===== config.mk =====
export PLATFORM = sky130hd
export DESIGN_NAME = alu_sequencer
export DESIGN_NICKNAME = d
export VERILOG_FILES = /design/src/rtl/alu_seq_pkg.sv /design/src/rtl/alu_sequencer_rr_arbiter2.sv /design/src/rtl/alu_sequencer.sv
export SDC_FILE = /design/constraint.sdc
export NUM_CORES = 1
export LEC_CHECK = 0
export CAP_MARGIN = 20
export CORE_AREA = 2 2 66 49
export DETAILED_ROUTE_END_ITERATION = 8
export DIE_AREA = 0 0 68 51
export DONT_BUFFER_PORTS = 1
export GPL_TIMING_DRIVEN = 0
export MAX_ROUTING_LAYER = met4
export PLACE_DENSITY = 0.5
export SLEW_MARGIN = 40
export SYNTH_ARGS = -nofsm -noshare
export SYNTH_HDL_FRONTEND = slang
export SYNTH_SLANG_ARGS = --single-unit

===== constraint.sdc =====
create_clock -name clk -period 4 [get_ports clk]
set_clock_uncertainty 0.05 [all_clocks]
set_input_delay 0.6 -clock clk [delete_from_list [all_inputs] [get_ports clk]]
set_output_delay 0.6 -clock clk [all_outputs]
set_load 0.03 [all_outputs]

===== src/rtl/alu_seq_pkg.sv =====
// -----------------------------------------------------------------------------
// alu_seq_pkg
//   Shared definitions for the ALU sequencer: FSM state encoding, ALU op-code
//   constants, the requester count and a small id -> one-hot helper.
// -----------------------------------------------------------------------------
package alu_seq_pkg;

    // Number of requesters sharing the ALU.
    localparam int NUM_REQ = 2;

    // Sequencer FSM states.
    typedef enum logic [1:0] {
        IDLE = 2'd0,
        EXEC = 2'd1,
        RESP = 2'd2
    } state_e;

    // ALU operation codes. Both 0000 and 0001 select ADD on the shared ALU.
    // The sequencer never decodes these; it passes any 4-bit code through.
    localparam logic [3:0] OP_ADD     = 4'b0000;
    localparam logic [3:0] OP_ADD_ALT = 4'b0001;
    localparam logic [3:0] OP_AND     = 4'b0010;
    localparam logic [3:0] OP_OR      = 4'b0011;
    localparam logic [3:0] OP_XOR     = 4'b0100;
    localparam logic [3:0] OP_SLL     = 4'b0101;
    localparam logic [3:0] OP_SLR     = 4'b0110;
    localparam logic [3:0] OP_SAR     = 4'b0111;

    // Requester index -> one-hot requester mask.
    function automatic logic [NUM_REQ-1:0] id2onehot(input logic id);
        return id ? 2'b10 : 2'b01;
    endfunction

endpackage


===== src/rtl/alu_sequencer_rr_arbiter2.sv =====
// -----------------------------------------------------------------------------
// rr_arbiter2
//   Two-requester round-robin grant logic with its pointer register.
//
//   Ports
//     clk       in   clock, pointer updates on the rising edge
//     rst       in   asynchronous active-high reset (pointer -> requester 0)
//     req_i     in   [2]  request valid per requester
//     en_i      in   grant enable (sequencer is idle)
//     ready_o   out  [2]  one-hot ready for the granted requester, 0 when !en_i
//     gnt_id_o  out  index of the granted requester
//     accept_o  out  a request is taken on this edge
//
//   A lone valid requester wins. With both or neither valid the pointer
//   decides, so with no requests ready_o simply advertises the pointer.
//   The pointer moves to the other requester on every accept.
// -----------------------------------------------------------------------------
module rr_arbiter2
    import alu_seq_pkg::*;
(
    input  logic               clk,
    input  logic               rst,
    input  logic [NUM_REQ-1:0] req_i,
    input  logic               en_i,
    output logic [NUM_REQ-1:0] ready_o,
    output logic               gnt_id_o,
    output logic               accept_o
);

    logic ptr_q;
    logic ptr_d;

    always_comb begin
        unique case (req_i)
            2'b01:   gnt_id_o = 1'b0;
            2'b10:   gnt_id_o = 1'b1;
            default: gnt_id_o = ptr_q;
        endcase
    end

    assign ready_o  = en_i ? id2onehot(gnt_id_o) : '0;
    assign accept_o = |(req_i & ready_o);

    // Serve the other requester next time both are contending.
    assign ptr_d = accept_o ? ~gnt_id_o : ptr_q;

    always_ff @(posedge clk or posedge rst) begin
        if (rst) ptr_q <= 1'b0;
        else     ptr_q <= ptr_d;
    end

endmodule


===== src/rtl/alu_sequencer.sv =====
// -----------------------------------------------------------------------------
// alu_sequencer
//   Shares one combinational ALU between two requesters. A request is taken
//   in IDLE, its op/operands are driven to the ALU for one EXEC cycle, and the
//   ALU result is registered and presented in RESP until the consumer takes it.
//
//   Parameters
//     N            operand / result width
//
//   Ports
//     clk, rst                       clock, async active-high reset
//     req_valid[2] / req_ready[2]    per-requester request handshake
//     req_op0/1[4], req_a0/1, req_b0/1[N]   per-requester op and operands
//     ALUControl[4], alu_a, alu_b    drive to the shared ALU (held between ops)
//     alu_y[N]                       combinational ALU result
//     rsp_valid / rsp_ready          response handshake
//     rsp_id, rsp_y[N]               owner and registered result
//     rsp_z, rsp_n                   zero / sign flags of rsp_y
//                                    (only with ALU_SEQ_FLAGS_EN defined)
//
//   Build option: define ALU_SEQ_FLAGS_EN to add the rsp_z / rsp_n outputs.
// -----------------------------------------------------------------------------
module alu_sequencer
    import alu_seq_pkg::*;
#(
    parameter int N = 3
) (
    input  logic               clk,
    input  logic               rst,
    input  logic [NUM_REQ-1:0] req_valid,
    output logic [NUM_REQ-1:0] req_ready,
    input  logic [3:0]         req_op0,
    input  logic [3:0]         req_op1,
    input  logic [N-1:0]       req_a0,
    input  logic [N-1:0]       req_b0,
    input  logic [N-1:0]       req_a1,
    input  logic [N-1:0]       req_b1,
    output logic [3:0]         ALUControl,
    output logic [N-1:0]       alu_a,
    output logic [N-1:0]       alu_b,
    input  logic [N-1:0]       alu_y,
    output logic               rsp_valid,
    input  logic               rsp_ready,
    output logic               rsp_id,
    output logic [N-1:0]       rsp_y
`ifdef ALU_SEQ_FLAGS_EN
    ,
    output logic               rsp_z,
    output logic               rsp_n
`endif
);

    state_e       state_q;
    logic [3:0]   op_q;
    logic [N-1:0] a_q;
    logic [N-1:0] b_q;
    logic         id_q;
    logic [N-1:0] y_q;
    logic         rsp_valid_q;
`ifdef ALU_SEQ_FLAGS_EN
    logic         z_q;
    logic         n_q;
`endif

    logic         gnt_id;
    logic         accept;
    logic [3:0]   op_d;
    logic [N-1:0] a_d;
    logic [N-1:0] b_d;

    // Grant is only offered while idle; busy-time requests simply wait.
    rr_arbiter2 u_arb (
        .clk      (clk),
        .rst      (rst),
        .req_i    (req_valid),
        .en_i     (state_q == IDLE),
        .ready_o  (req_ready),
        .gnt_id_o (gnt_id),
        .accept_o (accept)
    );

    // Operand select for the granted requester.
    assign op_d = gnt_id ? req_op1 : req_op0;
    assign a_d  = gnt_id ? req_a1  : req_a0;
    assign b_d  = gnt_id ? req_b1  : req_b0;

    always_ff @(posedge clk or posedge rst) begin
        if (rst) begin
            state_q     <= IDLE;
            op_q        <= '0;
            a_q         <= '0;
            b_q         <= '0;
            id_q        <= 1'b0;
            y_q         <= '0;
            rsp_valid_q <= 1'b0;
`ifdef ALU_SEQ_FLAGS_EN
            z_q         <= 1'b0;
            n_q         <= 1'b0;
`endif
        end else begin
            unique case (state_q)
                IDLE: begin
                    if (accept) begin
                        op_q    <= op_d;
                        a_q     <= a_d;
                        b_q     <= b_d;
                        id_q    <= gnt_id;
                        state_q <= EXEC;
                    end
                end
                EXEC: begin
                    // ALU sees the latched op/operands this cycle.
                    y_q         <= alu_y;
`ifdef ALU_SEQ_FLAGS_EN
                    z_q         <= (alu_y == '0);
                    n_q         <= alu_y[N-1];
`endif
                    rsp_valid_q <= 1'b1;
                    state_q     <= RESP;
                end
                RESP: begin
                    if (rsp_ready) begin
                        rsp_valid_q <= 1'b0;
                        state_q     <= IDLE;
                    end
                end
                default: begin
                    rsp_valid_q <= 1'b0;
                    state_q     <= IDLE;
                end
            endcase
        end
    end

    // ALU drive comes straight from the latch registers, so it holds the
    // last request outside EXEC.
    assign ALUControl = op_q;
    assign alu_a      = a_q;
    assign alu_b      = b_q;

    assign rsp_valid  = rsp_valid_q;
    assign rsp_id     = id_q;
    assign rsp_y      = y_q;
`ifdef ALU_SEQ_FLAGS_EN
    assign rsp_z      = z_q;
    assign rsp_n      = n_q;
`endif

endmodule


==> qor.yml <==
drtIter0Drc: 23
hold_slack_ns: 0.295
ys_types: 20
hold_violations: 0
syn-cell-area_um2: 922
grt_usage_pct: 11.0
crit_path_start: "req_valid[0]"
seq_area_frac_synth_pct: 48.8
dp_hpwl_um: 1220
power_frac_seq_pct: 53.3
worst-endpoint-arrival_ns: 1.83
cts-root-buf: "clkbuf_8"
clkSlewWorstSetupHoldPaths_ns: 0.06
num-nets-final: 99
drt-total-wl_um: 1640
start_util_pct: 31.4
min_path_type: "input port to async pin"
diodes: 0
drc_errors: 0
clock_latency_ns: 0.24
postRouteAntennaNets: 0
ys_seq_elements: 18
comb_power_share_pct: 33.9
grt_pass1_vias: 555
required_ns: 3.35
core_um2: 2940
period_share_pct: 62.1
final-setup-viol-count: 0
cts_made_buffers: 3
worstMarginPinSlew_ns: 0.691
rsz0062_at_grt: "no"
instances_no_fill: 105
switching_power_uw: 413
antenna_found_initial: 0
crit_end: "req_ready[1]"
ir_drop_mv: 0.275
final_cell_mix: "18 x dfrtp_1, 15 x mux2_2, 10 x mux2_4"
internal_power_uw: 534
wire_per_inst_um: 15.6
gp_congestion: 0.699
switching_share_pct: 43.6
die_width_um: 68
power_leakage_nw: 0.456
outcome: "completed"
cts_hold_buf: 0
tns_ns: 0
drive_above_1_share_pct: 49.3
critical_path_class: "input port to primary output"
reg2reg_slack_ns: 2.23
ctsResizeCount: 0
slew_viol_final: 0
cp_max_fo: 10
clkPwrFrac_pct: 12.9
r2r-end: "alu_a[1]$_DFFE_PP0P_"
r2r-start: "u_arb.ptr_q$_DFFE_PP0P_"
crit_path_start_kind: "input port"
vias: 526
fin_crit_ns: 2.48
grt_overflow: 0
drv_cap: 0
place_inst: 102
r2r_cells: 4
final_common_cell: "dfrtp_1"
cts_tree: "yes"
cp-end-kind: "primary output"
cts_buffer_depth: 2
post_cts.repair.setup_buffers: 0
grt_start_max_net_pins: 19
power_density_nw_per_um2: 932
drtPass1Iterations: 4
max_freq_mhz: 403
fp-row-count: 17
yosysWarnings: 0
cts_sinks: 18
vias_per_cell: 5.01
grt_pass1_wl_um: 2620
die_h_um: 51
areaGrowthSynthToFinish_pct: 10.2
synth_nets: 94
synth.avg_cell_area_um2: 14.4
finish.utilization_pct: 34.6
totalPowerFinal_uw: 947
syn_inst: 64
dieArea_um2: 3470
slew_headroom_pct: 53.9
port-buffer-count: 0
io_pins: 45
htree_levels: 1
[critical path, stage by stage]
cell,delay [ns]
inv_1,0.03
ha_1,0.35
mux2i_1,0.18
buf_2,0.23
nor3_2,0.44
[registers in the layout, summed over array words and instances, names as in the netlist]
register,count
ALUControl,4
state_q,2
alu_a,3
rsp_y,3
u_arb.ptr_q,1
alu_b,3
rsp_id,1
rsp_valid,1
[layout make-up]
class / instances / area, um2
multi-input combinational: 42 / 453
inverter: 2 / 7.51
sequential: 18 / 450
clock buffer: 3 / 41.3
fill: 300 / 1920
tap: 38 / 47.5
buffer: 2 / 16.3
[metal layers]
| layer | share of wire, % | track usage, % | vias up |
|---|---|---|---|
| li1 | - | - | 237 |
| met1 | 42 | 13.2 | 255 |
| met2 | 45 | 15.4 | 32 |
| met3 | 13 | 7.05 | 2 |
| met4 | 0.12 | 3.00 | 0 |
| met5 | 0 | - | - |
[synth_stat cells]
| library cell | instances | area (um2) |
|---|---|---|
| mux2_2 | 15 | 169 |
| nor2_1 | 2 | 7.51 |
| a31o_2 | 1 | 8.76 |
| mux2_4 | 10 | 150 |
| a21oi_1 | 1 | 5.00 |
| nor3b_1 | 1 | 7.51 |
| dfrtp_1 | 18 | 450 |
| a21o_1 | 1 | 7.51 |
| nor2b_1 | 1 | 6.26 |
| a31oi_1 | 1 | 6.26 |
| o21ai_0 | 1 | 5.00 |
| buf_6 | 1 | 11.3 |
| o21a_1 | 1 | 7.51 |
| buf_2 | 1 | 5.00 |
| inv_1 | 2 | 7.51 |
| ha_1 | 2 | 25.0 |
| a32o_2 | 1 | 11.3 |
| and2_1 | 1 | 6.26 |
| nor3_1 | 1 | 5.00 |
| mux2i_1 | 2 | 20.0 |
[worst min-delay path by stage]
stage                            start                   endpoint  cells after the start
3_5_place_dp   u_arb.ptr_q$_DFFE_PP0P_    u_arb.ptr_q$_DFFE_PP0P_                      1
6_report                           rst       alu_b[1]$_DFFE_PP0P_                      1
3_3_place_gp   u_arb.ptr_q$_DFFE_PP0P_    u_arb.ptr_q$_DFFE_PP0P_                      1
4_1_cts                            rst  ALUControl[0]$_DFFE_PP0P_                      1
5_1_grt                            rst  ALUControl[2]$_DFFE_PP0P_                      1
2_1_floorplan  u_arb.ptr_q$_DFFE_PP0P_    u_arb.ptr_q$_DFFE_PP0P_                      1
[power groups by stage]
stage / Clock [mW] / Combinational, mW / Sequential (mW)
6_report: 0.122 / 0.321 / 0.505
5_1_grt: 0.141 / 0.353 / 0.522
4_1_cts: 0.130 / 0.329 / 0.508
3_5_place_dp: 0 / 0.329 / 0.510
3_3_place_gp: 0 / 0.318 / 0.505
2_1_floorplan: 0 / 0.290 / 0.486
[kinds of logic after synthesis]
kind of cell	count (synthesis)	share of synthesized area [%]
compound gates	7	5.56
fa+ha+maj	2	2.71
buf+inv	4	2.58
flops	18	48.8
mux	27	36.8
simple gates	6	3.53
[metrics by stage]
step	setup WS, ns	cell area (um2)
after floorplan	1.35	922
after global placement	1.20	970
after detailed placement	1.49	975
after CTS	1.49	1020
after global routing	1.41	1020
final	1.52	1020
Power figures use the tool's default switching activity.
